--- src/rtl/sd_fifo_defines.sv ---
// rtl/sd_fifo_defines.sv - shared widths, depth and default watermarks for the SD data FIFO
package sd_fifo_defines;

  localparam int SD_DATA_WIDTH       = 32;
  localparam int SD_ADDR_WIDTH       = 4;
  localparam int SD_FIFO_DEPTH       = 1 << SD_ADDR_WIDTH;
  localparam int SD_ALMOST_FULL_LVL  = 12;
  localparam int SD_ALMOST_EMPTY_LVL = 4;

endpackage

--- src/rtl/sd_fifo_mem.sv ---
// rtl/sd_fifo_mem.sv - register array with a synchronous write port and a registered read port
module sd_fifo_mem #(
  parameter int DATA_WIDTH = 32,
  parameter int ADDR_WIDTH = 4
) (
  input  logic                  clk,
  input  logic                  rst_n,
  input  logic                  wr_en,
  input  logic [ADDR_WIDTH-1:0] wr_addr,
  input  logic [DATA_WIDTH-1:0] wr_data,
  input  logic                  rd_en,
  input  logic [ADDR_WIDTH-1:0] rd_addr,
  output logic [DATA_WIDTH-1:0] rd_data
);

  logic [DATA_WIDTH-1:0] mem [2**ADDR_WIDTH];

  always_ff @(posedge clk) begin
    if (wr_en) begin
      mem[wr_addr] <= wr_data;
    end
  end

  // Only the output register is reset; a same-address write in this cycle is not seen (old data wins).
  always_ff @(posedge clk or negedge rst_n) begin
    if (!rst_n) begin
      rd_data <= '0;
    end else if (rd_en) begin
      rd_data <= mem[rd_addr];
    end
  end

endmodule

--- src/rtl/sd_data_fifo.sv ---
// rtl/sd_data_fifo.sv - data FIFO between the ADMA engine and the SD data-line serializer
module sd_data_fifo
  import sd_fifo_defines::*;
#(
  parameter int DATA_WIDTH       = SD_DATA_WIDTH,
  parameter int ADDR_WIDTH       = SD_ADDR_WIDTH,
  parameter int ALMOST_FULL_LVL  = SD_ALMOST_FULL_LVL,
  parameter int ALMOST_EMPTY_LVL = SD_ALMOST_EMPTY_LVL
) (
  input  logic                  CLK,
  input  logic                  RESET,
  input  logic                  flush,
  input  logic                  write_en,
  input  logic [DATA_WIDTH-1:0] data_in,
  input  logic                  read_en,
  output logic [DATA_WIDTH-1:0] data_out,
  output logic                  data_valid,
  output logic                  fifo_full,
  output logic                  fifo_empty,
  output logic                  almost_full,
  output logic                  almost_empty,
  output logic [ADDR_WIDTH:0]   word_count,
  output logic                  overflow,
  output logic                  underflow
);

  localparam logic [ADDR_WIDTH:0] AF_LVL = (ADDR_WIDTH+1)'(ALMOST_FULL_LVL);
  localparam logic [ADDR_WIDTH:0] AE_LVL = (ADDR_WIDTH+1)'(ALMOST_EMPTY_LVL);

  logic [ADDR_WIDTH:0] wptr_q, wptr_d;
  logic [ADDR_WIDTH:0] rptr_q, rptr_d;
  logic [ADDR_WIDTH:0] count_q, count_d;
  logic                ovf_q, ovf_d;
  logic                unf_q, unf_d;
  logic                dv_q, dv_d;
  logic                full_w, empty_w;
  logic                push_acc, pop_acc;

  // Pointers carry an extra wrap bit so full and empty are distinguishable.
  assign empty_w = (wptr_q == rptr_q);
  assign full_w  = (wptr_q[ADDR_WIDTH-1:0] == rptr_q[ADDR_WIDTH-1:0]) &&
                   (wptr_q[ADDR_WIDTH] != rptr_q[ADDR_WIDTH]);

  assign pop_acc  = read_en && !empty_w && !flush;
  assign push_acc = write_en && (!full_w || pop_acc) && !flush;

  always_comb begin
    wptr_d  = wptr_q;
    rptr_d  = rptr_q;
    count_d = count_q;
    ovf_d   = ovf_q;
    unf_d   = unf_q;
    dv_d    = 1'b0;
    if (flush) begin
      wptr_d  = '0;
      rptr_d  = '0;
      count_d = '0;
      ovf_d   = 1'b0;
      unf_d   = 1'b0;
    end else begin
      if (push_acc) begin
        wptr_d = wptr_q + 1'b1;
      end
      if (pop_acc) begin
        rptr_d = rptr_q + 1'b1;
      end
      count_d = count_q + (ADDR_WIDTH+1)'(push_acc) - (ADDR_WIDTH+1)'(pop_acc);
      if (write_en && !push_acc) begin
        ovf_d = 1'b1;
      end
      if (read_en && !pop_acc) begin
        unf_d = 1'b1;
      end
      dv_d = pop_acc;
    end
  end

  always_ff @(posedge CLK or negedge RESET) begin
    if (!RESET) begin
      wptr_q  <= '0;
      rptr_q  <= '0;
      count_q <= '0;
      ovf_q   <= 1'b0;
      unf_q   <= 1'b0;
      dv_q    <= 1'b0;
    end else begin
      wptr_q  <= wptr_d;
      rptr_q  <= rptr_d;
      count_q <= count_d;
      ovf_q   <= ovf_d;
      unf_q   <= unf_d;
      dv_q    <= dv_d;
    end
  end

  sd_fifo_mem #(
    .DATA_WIDTH (DATA_WIDTH),
    .ADDR_WIDTH (ADDR_WIDTH)
  ) u_mem (
    .clk     (CLK),
    .rst_n   (RESET),
    .wr_en   (push_acc),
    .wr_addr (wptr_q[ADDR_WIDTH-1:0]),
    .wr_data (data_in),
    .rd_en   (pop_acc),
    .rd_addr (rptr_q[ADDR_WIDTH-1:0]),
    .rd_data (data_out)
  );

  assign data_valid   = dv_q;
  assign fifo_full    = full_w;
  assign fifo_empty   = empty_w;
  assign almost_full  = (count_q >= AF_LVL);
  assign almost_empty = (count_q <= AE_LVL);
  assign word_count   = count_q;
  assign overflow     = ovf_q;
  assign underflow    = unf_q;

endmodule
--- config.mk ---
export PLATFORM = sky130hd
export DESIGN_NAME = sd_data_fifo
export DESIGN_NICKNAME = d
export VERILOG_FILES = /design/src/rtl/sd_fifo_defines.sv /design/src/rtl/sd_fifo_mem.sv /design/src/rtl/sd_data_fifo.sv
export SDC_FILE = /design/constraint.sdc
export NUM_CORES = 1
export LEC_CHECK = 0
export CAP_MARGIN = 5
export CORE_ASPECT_RATIO = 0.8
export CORE_MARGIN = 4
export CORE_UTILIZATION = 40
export DETAILED_ROUTE_END_ITERATION = 7
export PLACE_DENSITY = 0.59
export SLEW_MARGIN = 15
export SYNTH_ARGS = -nofsm -noshare
export SYNTH_HDL_FRONTEND = slang
export SYNTH_HIERARCHICAL = 1
export SYNTH_SLANG_ARGS = --single-unit
--- constraint.sdc ---
create_clock -name CLK -period 5.5 [get_ports CLK]
set_clock_uncertainty 0.2 [all_clocks]
set_input_delay 0.55 -clock CLK [delete_from_list [all_inputs] [get_ports CLK]]
set_output_delay 0.55 -clock CLK [all_outputs]
set_load 0.01 [all_outputs]
==> metrics.txt <==
outcome finished with violations; failing checks hold timing; total track usage 16.35%; R2R setup slack 1690 ps; # resized after CTS 0; worst reg2reg endpoint u_mem/mem[2][9]; synth unique cells 48; Overflow after GRT 0; relative slew slack 31.62%; Setup TNS 0 ps; Area Growth Syn to Fin 14.69%; kind of critical path flop to flop; Post-DRT Antenna Nets 0; Layout Nets 1,149; family with the most delay on the worst path simple AND/OR/NAND/NOR gates; setup ws final 1692 ps; ANT cells 0; IO Count 81; final hold slack -17.88 ps; Yosys reg bits 562; Compound-Gate Fraction of Synth Area 3.709%; post-synthesis adder-cell area fraction 0.7190%; Cell Rows 76; Final setup viols 0; Placement Cell Area 23,510 sq um; RSZ-0062 raised after global routing false; CTS hold repair buffers 0; clk slew on worst S/H paths 70 ps; Mean Syn Cell Area 22.21 sq um; CP startpoint kind flop; Initial Util 40.59%; Placement Setup Slack 1485 ps; Synth Area in XOR/XNOR 0.6334%; Worst Setup EP u_mem/mem[2][9]; Detailed Place HPWL 26,900 microns; Setup Buffers After CTS 0; Min Clock Period, post-route 3808 ps; DRT Wirelength 47,920 microns; Yosys warnings 6; FFs w/ async S/R, synth 8.897%; largest net degree at the start of global routing 132; Post-Syn Instances 987; final number of hold-violating endpoints 20; Buf/Inv on CP 2; TritonCTS clock tree done; FF-to-FF Start rptr_q[3]; Syn Nets 1,036; VDD IR max 240.3 uV; ys flop type edfxtp_1; Max Slew Vio Count 0; first-pass GRT wire length 71,590 microns; CP max stage cell nor2_4; sequential area share after synthesis 75.83%; H-tree levels 2; worst stage delay on the critical path 720 ps; Critical Path, Cell by Cell xor2_1, nor4_4, a21boi_2, nand2b_1, inv_1, or3b_2, nor2_4, buf_4; post-DR vias/cell 5.550; fillcell total 4,478; Core Footprint 54,010 sq um; final worst-path cycle share 69.23%; Avg WL per Cell 26.00 microns; number of port buffers 80; layout cells sized above 1 25.50%; Clock Latency Late Sink 570 ps; CTS Sinks 562; die width 269.8 microns; worst r2r path cells 8; # Max-Cap Violations 0; Total Die Area 58,650 sq um; Die Y 217.4 microns; dpl cells 1,747; worst slew pin tran 1026 ps; Worst Setup SP rptr_q[3]; DRC viols 0; Simple-Gate Fraction of Synth Area 1.974%; number of synthesized flops with an enable pin 512; PD cells 386.0 nW/um^2; Root Driver clkbuf_16; routability cong. 0.7272; hold crit path type input port to asynchronous set/reset pin; Starting DRT DRC Count 869; Post-Syn Area 21,930 sq um; Worst path depth 8; Leakage 7.883 nW; crit path DAT 3850 ps; Req. time, crit path 5550 ps; drt first pass iters 5; Num CTS Buffers 52; Finished Layout Cells 1,843; Via Count 10.23k; maximum clock path buffer count 3; critical path capture point type flop; CP Max Fanout 30; main combinational cell family by area after synthesis multiplexers; antenna violations before repair 0; final instance area 25,150 sq um; via count of the first global-routing pass 10.57k; mux contribution to synthesized area 14.84%; fmax 262.6 MHz
[registers in the layout (all words and copies together), names as in the netlist]
register	count
u_mem/mem	512
u_mem/rd_data	32
rptr_q	5
word_count	5
wptr_q	5
data_valid	1
overflow	1
underflow	1
[layout by cell type (no fill, tap or decap), types with 3 or more instances in the layout]
cell and n:
a221oi_1 9, clkinv_1 13, ha_1 11, inv_1 11, clkdlybuf4s50_1 79, edfxtp_1 512
bufinv_16 3, clkinv_2 12, a221oi_2 23, xor2_1 6, xnor2_1 8, nand4_1 3
mux2i_1 34, clkinvlp_4 3, nand2b_1 3, buf_4 30, dfrtp_4 3, o22ai_2 10
dfrtp_1 47, clkbuf_1 8, a21oi_1 8, nor3_2 5, nand2_1 4, mux4_1 8
clkbuf_16 53, mux4_2 120, nor2_4 12, o22ai_1 22, nor2_1 50
[cell families after synthesis]
kind of cell / count (synthesis)
xor+xnor: 15
compound gates: 80
mux: 162
flops: 562
simple gates: 92
fa+ha+maj: 12
buf+inv: 64
[how the worst min path moves through the flow]
stage | from | endpoint | slack (ps) | cells past startpoint
detailed placement | underflow | underflow | 300 | 2
CTS | RESET | word_count[1] | 2 | 2
global placement | overflow | overflow | 290 | 2
global route | RESET | underflow | 30 | 2
floorplan | RESET | data_valid | 50 | 0
finish | RESET | word_count[1] | -20 | 2
[per-layer routing]
layer | GRT usage (%) | wire length, microns | vias to the layer above
met3 | 2.662 | 2360 | 49
li1 | - | - | 4349
met2 | 25.44 | 22380 | 252
met1 | 24.86 | 22530 | 5578
met5 | 0 | 0 | -
met4 | 3.117 | 644 | 0
[cells in the mapped netlist (all sizes together) (3+ instances only)]
| master | count | area (sq um) |
|---|---|---|
| edfxtp | 512 | 15370 |
| dfrtp | 50 | 1251 |
| inv | 11 | 41.29 |
| xnor2 | 9 | 86.34 |
| buf | 36 | 365.4 |
| clkbuf | 13 | 62.56 |
| mux4 | 128 | 2913 |
| a21oi | 9 | 56.31 |
| nand2b | 4 | 25.02 |
| mux2i | 34 | 340.3 |
| nor2 | 62 | 232.7 |
| dlygate4sd1 | 4 | 35.03 |
| xor2 | 6 | 52.55 |
| a221oi | 32 | 424.2 |
| o22ai | 32 | 262.8 |
| nor3 | 6 | 30.03 |
| nand2 | 5 | 26.27 |
| ha | 11 | 137.6 |
| nand4 | 3 | 18.77 |
[cell type report]
| class | count | area [sq um] | share of cell area, % |
|---|---|---|---|
| inverter | 11 | 41.29 | 0.1642 |
| sequential | 562 | 16640 | 66.16 |
| tap | 702 | 878.3 | 3.493 |
| timing repair buffer | 112 | 1061 | 4.219 |
| clock buffer | 63 | 1384 | 5.503 |
| clock inverter | 32 | 230.2 | 0.9155 |
| multi-input combinational | 361 | 4915 | 19.54 |
[stage by stage]
stage | total power, mW | utilization [%] | hold WS (ps)
after global placement | 6.379 | 43.53 | 287.1
after CTS | 9.837 | 46.52 | 2.348
after global routing | 10.12 | 46.56 | 27.48
final | 9.706 | 46.56 | -17.88
after detailed placement | 6.388 | 43.53 | 301.7
after floorplan | 5.818 | - | 54.41
[where the power goes]
| group | internal [mW] | switching [mW] | leakage [nW] |
|---|---|---|---|
| logic | 0.662 | 0.629 | 1.89 |
| clock network | 1.93 | 1.51 | 0.791 |
| registers | 4.82 | 0.151 | 5.20 |
Note: power is estimated with default switching activity, not from simulation.
